===== src/rtl/mul32_seq_if.sv =====
// Handshake/operand bundle between a controller (master) and mul32_seq (slave).
// The controller drives start/a/b and watches busy/done/product.
interface mul32_seq_if;
  logic        start;
  logic [31:0] a;
  logic [31:0] b;
  logic        busy;
  logic        done;
  logic [63:0] product;

  modport master (output start, a, b, input busy, done, product);
  modport slave  (input start, a, b, output busy, done, product);
endinterface


===== src/rtl/mul32_seq.sv =====
// Sequential unsigned 32x32->64 shift-and-add multiplier built around one add32.
// Optional macro MUL32_ZERO_BYPASS_EN: zero operands skip RUN and finish in one cycle.

module add32 (
  input  logic [31:0] a,
  input  logic [31:0] b,
  input  logic        cin,
  output logic [31:0] sum,
  output logic        cout
);
  logic [32:0] carry;

  always_comb begin
    carry[0] = cin;
    for (int i = 0; i < 32; i++) begin
      sum[i]       = a[i] ^ b[i] ^ carry[i];
      carry[i + 1] = (a[i] & b[i]) | (carry[i] & (a[i] ^ b[i]));
    end
    cout = carry[32];
  end
endmodule

module mul32_seq (
  input  logic        clk,
  input  logic        reset,
  mul32_seq_if.slave  bus
);
  typedef enum logic [1:0] {IDLE, RUN, DONE} state_t;

  state_t      state;
  state_t      next_state;
  logic [31:0] mcand;
  logic [31:0] acc_hi;
  logic [31:0] acc_lo;
  logic [5:0]  count;
  logic [63:0] product_r;
  logic [31:0] addend;
  logic [31:0] sum;
  logic        cout;
  logic        accept;
  logic        zero_op;
  logic        last;
  logic [63:0] shifted;

  assign addend  = acc_lo[0] ? mcand : 32'd0;
  assign accept  = (state == IDLE) && bus.start;
  assign last    = (count == 6'd31);
  assign shifted = {cout, sum, acc_lo[31:1]};

`ifdef MUL32_ZERO_BYPASS_EN
  assign zero_op = (bus.a == 32'd0) || (bus.b == 32'd0);
`else
  assign zero_op = 1'b0;
`endif

  add32 u_add32 (
    .a    (acc_hi),
    .b    (addend),
    .cin  (1'b0),
    .sum  (sum),
    .cout (cout)
  );

  always_ff @(posedge clk or posedge reset) begin
    if (reset) state <= IDLE;
    else       state <= next_state;
  end

  always_comb begin
    next_state = state;
    unique case (state)
      IDLE: if (bus.start) next_state = zero_op ? DONE : RUN;
      RUN:  if (last)      next_state = DONE;
      DONE:                next_state = IDLE;
      default:             next_state = IDLE;
    endcase
  end

  // The carry-out becomes bit 63 of the shifted accumulator every iteration,
  // and the final shifted value is latched straight into product.
  always_ff @(posedge clk or posedge reset) begin
    if (reset) begin
      mcand     <= '0;
      acc_hi    <= '0;
      acc_lo    <= '0;
      count     <= '0;
      product_r <= '0;
    end else if (accept) begin
      mcand     <= bus.a;
      acc_hi    <= '0;
      acc_lo    <= bus.b;
      count     <= '0;
      product_r <= '0;
    end else if (state == RUN) begin
      {acc_hi, acc_lo} <= shifted;
      count            <= count + 6'd1;
      if (last) product_r <= shifted;
    end
  end

  always_comb begin
    bus.busy = (state != IDLE);
    bus.done = (state == DONE);
  end

  assign bus.product = product_r;
endmodule


===== src/flat_wrapper.sv =====
// flat-port wrapper written by rule: the top's interface ports become plain ports
module mul32_seq_flat 
  (clk, reset, bus_start, bus_a, bus_b, bus_busy, bus_done, bus_product);
  mul32_seq_if bus_i ();
  input  logic clk;
  input  logic reset;
  input wire logic [$bits(bus_i.start)-1:0] bus_start;
  input wire logic [$bits(bus_i.a)-1:0] bus_a;
  input wire logic [$bits(bus_i.b)-1:0] bus_b;
  output wire logic [$bits(bus_i.busy)-1:0] bus_busy;
  output wire logic [$bits(bus_i.done)-1:0] bus_done;
  output wire logic [$bits(bus_i.product)-1:0] bus_product;
  assign bus_i.start = bus_start;
  assign bus_i.a = bus_a;
  assign bus_i.b = bus_b;
  assign bus_busy = bus_i.busy;
  assign bus_done = bus_i.done;
  assign bus_product = bus_i.product;
  mul32_seq u_core (.clk(clk), .reset(reset), .bus(bus_i));
endmodule

===== config.mk =====
export PLATFORM = sky130hd
export DESIGN_NAME = mul32_seq_flat
export DESIGN_NICKNAME = d
export VERILOG_FILES = /design/src/rtl/mul32_seq_if.sv /design/src/rtl/mul32_seq.sv /design/src/flat_wrapper.sv
export SDC_FILE = /design/constraint.sdc
export NUM_CORES = 1
export LEC_CHECK = 0
export ABC_CLOCK_PERIOD_IN_PS = 41100
export BUFFER_PORTS_ARGS = -buffer_cell sky130_fd_sc_hd__buf_2
export CAP_MARGIN = 25
export CELL_PAD_IN_SITES_DETAIL_PLACEMENT = 0
export CELL_PAD_IN_SITES_GLOBAL_PLACEMENT = 1
export CORE_ASPECT_RATIO = 0.75
export CORE_MARGIN = 2
export CORE_UTILIZATION = 45
export DETAILED_ROUTE_END_ITERATION = 10
export PLACE_DENSITY = 0.92
export SYNTH_ARGS = -nofsm -noshare
export SYNTH_HDL_FRONTEND = slang
export SYNTH_SLANG_ARGS = --single-unit

===== constraint.sdc =====
create_clock -name clk -period 41.1 [get_ports clk]
set_input_delay 8.22 -clock clk [delete_from_list [all_inputs] [get_ports clk]]
set_output_delay 8.22 -clock clk [all_outputs]
set_load 0.02 [all_outputs]

==> summary.md, run 1 <==
| Metric | Value |
|---|---|
| Status | completed |
| Part of the Yosys area used for sequential elements | 51.9% |
| Placeable Area | 17700 um2 |
| TritonCTS Buffers | 17 |
| Number of sinks driven by the clock tree | 168 |
| R2r setup slk | 26620 ps |
| Most repeated library cell on the critical path | fa_1 |
| CTS clock-pin slew for the worst setup and hold paths | 60 ps |
| Hold-fix buffers, CTS | 0 |
| Number of warnings reported in the yosys synthesis log | 0 |
| Final count of hold timing violations | 0 |
| Std-Cell Rows | 42 |
| Most used cells in the layout excluding fill and tap cells | dfrtp_1, buf_2, nand2_1 |
| Adder-Cell Fraction of Synth Area | 7.98% |
| Pin count of the biggest net entering global routing | 97 |
| Critical Path Source | u_core.acc_lo[0] |
| Power density of the placed cells | 69.4 nW/um2 |
| Path type of the worst setup path | reg2reg |
| Floorplan die height | 120 um |
| Top-Level Pins | 133 |
| Maximum frequency from static timing analysis | 69.0 MHz |
| Sequential group share of total power | 42.0% |
| Post-synthesis cell type with the largest combined area | dfrtp_1 |
| Root buffer selected by CTS | clkbuf_16 |
| Post-CTS Repair Setup Buffers | 0 |
| Worst hold path stage count | 1 |
| Routed vias/inst | 5.30 |
| Number of flip-flops and latches in the synthesized netlist | 168 |
| Total negative slack | 0 ps |
| Starting density of the core | 45.8% |
| Avg Inst Size Synth | 10.8 um2 |
| Xor/xnor share of the synthesized area | 0% |
| Via count of the first global-routing pass | 5851 |
| Total Die Area | 19100 um2 |
| Total overflow reported by the global router | 0 |
| Class of the worst hold path | reg2reg |
| Critical path's largest stage delay | 460 ps |
| Synth Cell Area | 8090 um2 |
| Area occupied by multi-input gates | 3380 um2 |
| Share of synthesized area spent on multiplexers | 6.06% |
| Post-detailed-placement half-perimeter wirelength | 12100 um |
| CTS tree | done |
| CP max-delay cell | fa_1 |
| Sequential cell area | 4200 um2 |
| Crit path DAT | 14810 ps |
| Min-Delay Endpoint | u_core.count[5] |
| Fraction of layout cells with a size suffix above 1 | 28.0% |
| Final wirelength | 18900 um |
| Leakage | 4.40 nW |
| Largest family of logic cells by synthesized area | compound AO/OA/AOI/OAI gates |
| Worst reg2reg startpoint | u_core.acc_lo[0] |
| Buffers plus inverters on the worst setup path | 3 |
| Leading post-synthesis cells by cell area | dfrtp_1, fa_1, mux2_4 |
| Initial antenna violation count | 0 |
| Global placer's final weighted congestion | 0.773 |
| Maximum root-to-sink buffer count | 2 |
| Complex-gate fraction of the synthesized area | 14.8% |
| Internal power contribution | 0.000412 W |
| Logic gate share of total power | 33.4% |
| Cell area after placement | 8770 um2 |
| Area share of and/or/nand/nor cells after synthesis | 12.7% |
| Detailed router's first-iteration violation count | 317 |
| Number of diodes | 0 |
| Syn nets | 850 |
| Reg2reg end | u_core.bus.product[62] |
| Most frequent standard cell in the layout excluding fill and tap cells | dfrtp_1 |
| Data required time of the worst path | 41420 ps |
| Layout-stage area growth over the synthesis result | 15.9% |
| GR Util All Layers | 20.6% |
| RSZ-0062 raised after global routing | no |
| Period minus WS final | 14480 ps |
| R2R depth | 36 |
| Latest clock arrival within the worst-skew pair | 430 ps |
| Number of instances in the synthesized netlist | 750 |
| Total of buffers placed on input and output ports | 132 |
| Final non-filler cell area | 9380 um2 |
| Number of levels the H-tree was split into | 4 |
| Highest ir drop seen on vdd | 27.0 uV |
| Max-slew violations | 0 |
| Maximum net fanout on the critical path | 32 |
| Max_slew headroom | 32.8% |
| Global-route wire length before repair | 30900 um |
| Final routed wire length divided by cell count | 17.1 um |
| Kind of launch point of the worst setup path | flip-flop |
| Setup Viol. Count Final | 0 |
| Net Switching | 0.000238 W |
| Setup Skew | 8.34 ps |
| Clk pwr share | 24.5% |
| DIE WIDTH | 159 um |
| Total Nets Final | 950 |
| Post_cts resized | 0 |
| Switch share | 36.6% |
| Hold_sp | u_core.count[5] |
| Crit-path leading delay family | adder cells |
| TritonRoute pass-1 iters | 4 |
| DRC violation count after routing | 0 |
| Final-layout fill cell count | 1627 |
| Remaining antenna violation count | 0 |
| Unique cell type count in the Yosys netlist | 38 |
| Final period util | 35.2% |
| Fraction of synthesized cell area taken by the top area cell type | 51.9% |
| Maximum Capacitance Violations | 0 |
| Crit. End Element | flip-flop |
| Slew of the pin with the lowest slew margin | 1000 ps |
| Via count | 5855 |
## power by group through the flow
| stage | registers [W] | logic [W] | clock network [W] |
|---|---|---|---|
| finish | 0.000273 | 0.000218 | 0.000160 |
| global route | 0.000282 | 0.000243 | 0.000169 |
| CTS | 0.000273 | 0.000221 | 0.000162 |
| detailed placement | 0.000274 | 0.000219 | 0 |
| global placement | 0.000274 | 0.000212 | 0 |
| floorplan | 0.000305 | 0.000111 | 0 |
## cell families after synthesis
| logic type | count (synthesis) |
|---|---|
| AND/OR/NAND/NOR | 237 |
| adder cells (fa/ha/maj) | 33 |
| buffers and inverters | 99 |
| AO/OA/AOI/OAI | 180 |
| multiplexers | 33 |
| flip-flops | 168 |
## layout make-up
| cell class | count | area share, % |
|---|---|---|
| Multi-Input combinational cell | 483 | 36.0 |
| Sequential cell | 168 | 44.8 |
| Inverter | 36 | 1.49 |
| Clock buffer | 21 | 4.91 |
| Timing Repair Buffer | 144 | 8.22 |
| Tap cell | 242 | 3.23 |
| Clock inverter | 10 | 1.29 |
## registers in the layout, indices dropped and copies added, names as in the netlist
name                flops
u_core.bus.product     64
u_core.acc_hi          32
u_core.acc_lo          32
u_core.mcand           32
u_core.count            6
u_core.state            2
## how the worst max path moves through the flow
stage | slack (ps) | to | depth (start not counted)
after floorplan | 27140 | u_core.bus.product[62] | 36
after global placement | 26820 | u_core.bus.product[62] | 36
after detailed placement | 26550 | u_core.bus.product[62] | 36
after CTS | 26440 | u_core.bus.product[62] | 36
after global routing | 25950 | u_core.bus.product[62] | 36
final | 26620 | u_core.bus.product[62] | 36
## synthesized netlist by cell type (all sizes together)
cell and count:
nand3 69, nor2 30, a211oi 1, and3b 1, a22oi 2, clkbuf 31
o21ai 93, mux2i 1, o211ai 30, nand2b 1, and4b 1, a21oi 13
nand3b 1, inv 36, a21o 1, and2 2, dfrtp 168, and3 1
nor2b 4, buf 32, a31oi 30, mux2 32, nand2 122, ha 2
fa 31, or2 1, o31ai 8, o21bai 1, nor3 1, nor3b 1
a221o 1, or3b 1, nand4b 1
## metal layers
metal  vias to the layer above  GRT usage, %  part of all wire (%)  routed length (um)
met3                        12          5.15                   5.0                 939
met1                      2925          30.5                    50                9360
met2                       149          30.8                    45                8430
met5                         -             0                     0                   0
met4                         0          4.32                  0.71                 134
li1                       2769             -                     -                   -
## through the flow
stage / power (W) / utilization, % / cells / setup slack, ps / hold WS (ps)
4_1_cts: 0.000656 / 53.0 / 1103 / 26440 / 489
6_report: 0.000651 / 53.1 / 1104 / 26620 / 487
3_5_place_dp: 0.000494 / 49.7 / 1072 / 26550 / 481
3_3_place_gp: 0.000485 / 49.7 / 1072 / 26820 / 468
2_1_floorplan: 0.000416 / - / 750 / 27140 / 451
5_1_grt: 0.000694 / 53.1 / 1104 / 25950 / 524
No activity file was read; power rests on OpenSTA's default activity.
==> run 2, diff against run 1 <==
ABC_CLOCK_PERIOD_IN_PS = 12900   (was 41100)
CORE_UTILIZATION = 40   (was 45)
PLACE_DENSITY = 0.87   (was 0.92)
clock period = 12.9 ns   (was 41.1 ns; I/O delays follow)
==> summary.md, run 2 (same netlist as run 1, synthesis figures left out) <==
| Metric | Value |
|---|---|
| Via count | 5794 |
| Total Nets Final | 952 |
| Global placer's final weighted congestion | 0.769 |
| RSZ-0062 raised after global routing | no |
| Data required time of the worst path | 13230 ps |
| Crit. End Element | flip-flop |
| Post-detailed-placement half-perimeter wirelength | 12000 um |
| Clk pwr share | 24.2% |
| Global-route wire length before repair | 31200 um |
| Path type of the worst setup path | reg2reg |
| Root buffer selected by CTS | clkbuf_16 |
| Number of levels the H-tree was split into | 4 |
| Layout-stage area growth over the synthesis result | 17.5% |
| Total of buffers placed on input and output ports | 132 |
| Post-layout power | 0.00209 W |
| Maximum root-to-sink buffer count | 2 |
| Internal power contribution | 0.00132 W |
| DRC violation count after routing | 0 |
| Via count of the first global-routing pass | 5689 |
| Period minus WS final | 12480 ps |
| Net Switching | 0.000763 W |
| CTS clock-pin slew for the worst setup and hold paths | 70 ps |
| Sequential group share of total power | 41.6% |
| Maximum Capacitance Violations | 0 |
| Pin count of the biggest net entering global routing | 97 |
| Flip-flop count of the largest register, all copies and words added | 64 |
| Top-Level Pins | 133 |
| Kind of launch point of the worst setup path | flip-flop |
| DIE WIDTH | 168 um |
| Class of the worst hold path | reg2reg |
| Max_slew headroom | 34.6% |
| CTS tree | done |
| TritonRoute pass-1 iters | 5 |
| Initial antenna violation count | 1 |
| Place WS | -299 ps |
| Detailed router's first-iteration violation count | 475 |
| Latest clock arrival within the worst-skew pair | 430 ps |
| Number of sinks driven by the clock tree | 168 |
| Layout Utilization | 47.4% |
| Setup Viol. Count Final | 0 |
| Highest ir drop seen on vdd | 91.7 uV |
| Logic gate share of total power | 34.2% |
| Max-slew violations | 0 |
| Routed vias/inst | 5.15 |
| Setup Skew | 8.89 ps |
| Final count of hold timing violations | 0 |
| Maximum frequency from static timing analysis | 80.2 MHz |
| Final wirelength | 19300 um |
| Most frequent standard cell in the layout excluding fill and tap cells | dfrtp_1 |
| Worst hold path stage count | 1 |
| CP max-delay cell | fa_1 |
| Starting density of the core | 40.4% |
| Worst setup margin | 424 ps |
| GR Util All Layers | 18.6% |
| Crit path DAT | 12810 ps |
| Floorplan die height | 127 um |
| Most repeated library cell on the critical path | fa_2 |
| R2R depth | 37 |
| Leakage | 4.42 nW |
| Maximum net fanout on the critical path | 2 |
| Power density of the placed cells | 220 nW/um2 |
| Hold-fix buffers, CTS | 0 |
| Placeable Area | 20000 um2 |
| Status | completed |
| Critical path's largest stage delay | 470 ps |
| Most used cells in the layout excluding fill and tap cells | dfrtp_1, buf_2, nand2_1 |
| Fraction of layout cells with a size suffix above 1 | 31.3% |
| Final routed wire length divided by cell count | 17.1 um |
| Total overflow reported by the global router | 0 |
| Slew of the pin with the lowest slew margin | 980 ps |
| Remaining antenna violation count | 0 |
| Std-Cell Rows | 45 |
| Final period util | 96.7% |
| Total negative slack | 0 ps |
| TritonCTS Buffers | 17 |
| Switch share | 36.6% |
| Total Die Area | 21400 um2 |
## run 2: changes by cell type in the layout (fill, tap and decap cells not counted)
cell | before | now
fa_1 | 31 | 3
fa_2 | 0 | 28
clkinv_2 | 1 | 3
buf_16 | 1 | 2
buf_8 | 0 | 1
clkbuf_1 | 2 | 3
clkbuf_8 | 2 | 1
clkinvlp_4 | 4 | 3
diode_2 | 0 | 1
## run 2: per-stage QoR
stage	std cells	instance area (um2)	hold WS, ps
final	1124	9510	485
after detailed placement	1088	8840	481
after global placement	1088	8840	476
after global routing	1123	9510	519
after floorplan	750	8150	451
after CTS	1120	9430	489
## run 2: routing by layer
layer	GRT usage, %	share of wire, %
met1	28.6	51
met3	3.87	4.5
met2	26.3	43
met4	5.98	1.4
met5	0	0.067
## run 2: what timing repair did
action,CTS,global route
buffers inserted,0,0
setup endpoints to repair,6,6
gates resized for setup,7,2
pin swaps,0,8
## run 2: worst max-delay path: cells and delay by family (launching register included)
family,cells,cell delay (ps)
AND/OR/NAND/NOR,1,120
adder cells (fa/ha/maj),32,11450
flip-flops,1,340
AO/OA/AOI/OAI,1,220
buffers and inverters,3,190
## run 2: power by group through the flow
stage                     clock, W  combinational [W]  sequential, W
after floorplan                  0           0.000365       0.000973
after global placement           0           0.000695       0.000870
after detailed placement         0           0.000712       0.000873
after CTS                 0.000516           0.000719       0.000868
after global routing      0.000537           0.000808       0.000894
final                     0.000506           0.000713       0.000868
## run 2: layout make-up
type	instances	area, um2
fillers	1899	10500
flip-flops and latches	168	4200
multi-input cells	483	3450
repair buffers	146	813
clock buffers	21	450
well taps	258	323
inverters	36	140
clock inverters	11	124
diodes	1	2.50
## run 2: worst paths after layout
check	start	to	slack, ps
max in group asynchronous	reset	u_core.bus.product[2]	9470
worst min-delay path	u_core.count[5]	u_core.count[5]	490
worst max-delay path	u_core.mcand[0]	u_core.bus.product[62]	420
min in group asynchronous	reset	u_core.acc_lo[31]	2350
worst min register to register	u_core.count[5]	u_core.count[5]	490
worst max register to register	u_core.mcand[0]	u_core.bus.product[62]	420
==> run 3, diff against run 2 <==
ABC_CLOCK_PERIOD_IN_PS = 16100   (was 12900)
CORE_UTILIZATION = 48   (was 40)
CTS_CLUSTER_SIZE = 10   (was default)
PLACE_DENSITY = 0.95   (was 0.87)
clock period = 16.1 ns   (was 12.9 ns; I/O delays follow)
==> summary.md, run 3 (same netlist as run 1, synthesis figures left out) <==
| Metric | Value |
|---|---|
| Number of levels the H-tree was split into | 4 |
| Kind of launch point of the worst setup path | flip-flop |
| Maximum Capacitance Violations | 0 |
| Highest ir drop seen on vdd | 79.4 uV |
| Layout Utilization | 56.4% |
| Latest clock arrival within the worst-skew pair | 430 ps |
| Starting density of the core | 48.5% |
| GR Util All Layers | 21.8% |
| Most used cells in the layout excluding fill and tap cells | dfrtp_1, buf_2, nand2_1 |
| Total Die Area | 17900 um2 |
| DIE WIDTH | 154 um |
| Global placer's final weighted congestion | 0.768 |
| Maximum root-to-sink buffer count | 2 |
| CTS clock-pin slew for the worst setup and hold paths | 60 ps |
| Place WS | 1610 ps |
| Wl on met1 | 9150 um |
| Maximum frequency from static timing analysis | 69.2 MHz |
| Hold_sp | u_core.count[5] |
| R2R depth | 36 |
| Layout-stage area growth over the synthesis result | 16.2% |
| Length of routed met3 wiring | 785 um |
| Number of diodes | 0 |
| Total Nets Final | 951 |
| R2r setup slk | 1640 ps |
| Final routed wire length divided by cell count | 17.0 um |
| CP max-delay cell | fa_1 |
| Root buffer selected by CTS | clkbuf_16 |
| Reg2reg end | u_core.bus.product[62] |
| Global-route wire length before repair | 30300 um |
| Max-slew violations | 0 |
| Worst-case hold slack | 489 ps |
| Top-Level Pins | 133 |
| RSZ-0062 raised after global routing | no |
| Initial antenna violation count | 1 |
| Worst setup margin | 1640 ps |
| Worst reg2reg startpoint | u_core.acc_lo[0] |
| Met2 wire length | 8130 um |
| Number of sinks driven by the clock tree | 168 |
| Crit path DAT | 14790 ps |
| Status | completed |
| Maximum net fanout on the critical path | 32 |
| Path type of the worst setup path | reg2reg |
| DRC violation count after routing | 0 |
| Class of the worst hold path | reg2reg |
| Final count of hold timing violations | 0 |
| Highest signal layer in the routed design | met4 |
| Most frequent standard cell in the layout excluding fill and tap cells | dfrtp_1 |
| Total of buffers placed on input and output ports | 132 |
| Std-Cell Rows | 41 |
| Final wirelength | 18300 um |
| Routed vias/inst | 5.42 |
| Min-Delay Endpoint | u_core.count[5] |
| Worst hold path stage count | 1 |
| Via count of the first global-routing pass | 5620 |
| Post-detailed-placement half-perimeter wirelength | 11600 um |
| Most repeated library cell on the critical path | fa_1 |
| Period minus WS final | 14460 ps |
| Hold-fix buffers, CTS | 0 |
| Fraction of layout cells with a size suffix above 1 | 28.2% |
| Post-CTS Repair Setup Buffers | 0 |
| Flip-flop count of the largest register, all copies and words added | 64 |
| Max_slew headroom | 30.0% |
| Leakage | 4.44 nW |
| Pin count of the biggest net entering global routing | 97 |
| Power density of the placed cells | 179 nW/um2 |
| Detailed router's first-iteration violation count | 513 |
| Data required time of the worst path | 16430 ps |
| TritonCTS Buffers | 17 |
| CTS tree | done |
| Total negative slack | 0 ps |
| TritonRoute pass-1 iters | 5 |
| Post_cts resized | 0 |
| Critical path's largest stage delay | 480 ps |
| Placeable Area | 16700 um2 |
| Setup Skew | 8.87 ps |
| Remaining antenna violation count | 0 |
| Via count | 5846 |
| Floorplan die height | 116 um |
| Final period util | 89.8% |
| Setup Viol. Count Final | 0 |
| Total overflow reported by the global router | 0 |
| Slew of the pin with the lowest slew margin | 1050 ps |
| Crit. End Element | flip-flop |
## run 3: cell type report
cell class / count / area [um2]
flip-flops and latches: 168 / 4200
fillers: 1433 / 7270
repair buffers: 145 / 786
clock inverters: 14 / 196
clock buffers: 18 / 429
multi-input cells: 483 / 3380
well taps: 215 / 269
inverters: 36 / 140
## run 3: critical path, delay by kind of cell (launching register included)
| family | cells | cell delay, ps |
|---|---|---|
| simple gates | 1 | 130 |
| fa+ha+maj | 31 | 13190 |
| compound gates | 1 | 240 |
| flops | 1 | 350 |
| buf+inv | 3 | 470 |
## run 3: per-layer routing
layer	track usage, %	vias to the layer above
li1	-	2781
met1	32.4	2884
met2	32.3	159
met3	4.71	22
met4	6.42	0
met5	0	-
## run 3: report_power, final
part	internal, W	switching [W]	total (W)
Sequential	0.000587	0.000110	0.000697
Clock	0.000261	0.000176	0.000437
Combinational	0.000228	0.000323	0.000552
## run 3: worst max-delay path by stage
stage | startpoint | end | slack, ps | depth (start not counted)
final | u_core.acc_lo[0] | u_core.bus.product[62] | 1640 | 36
after global routing | u_core.acc_lo[0] | u_core.bus.product[62] | 890 | 36
after CTS | u_core.acc_lo[0] | u_core.bus.product[62] | 1510 | 36
after detailed placement | u_core.acc_lo[0] | u_core.bus.product[62] | 1610 | 36
after global placement | u_core.acc_lo[0] | u_core.bus.product[62] | 1780 | 36
after floorplan | u_core.acc_lo[0] | u_core.bus.product[62] | 2140 | 36
## run 3: metrics by stage
step	instance area, um2	instances	power, W
floorplan	8090	750	0.00106
global placement	8740	1045	0.00124
detailed placement	8740	1045	0.00126
CTS	9360	1077	0.00170
global route	9410	1079	0.00181
finish	9410	1079	0.00169
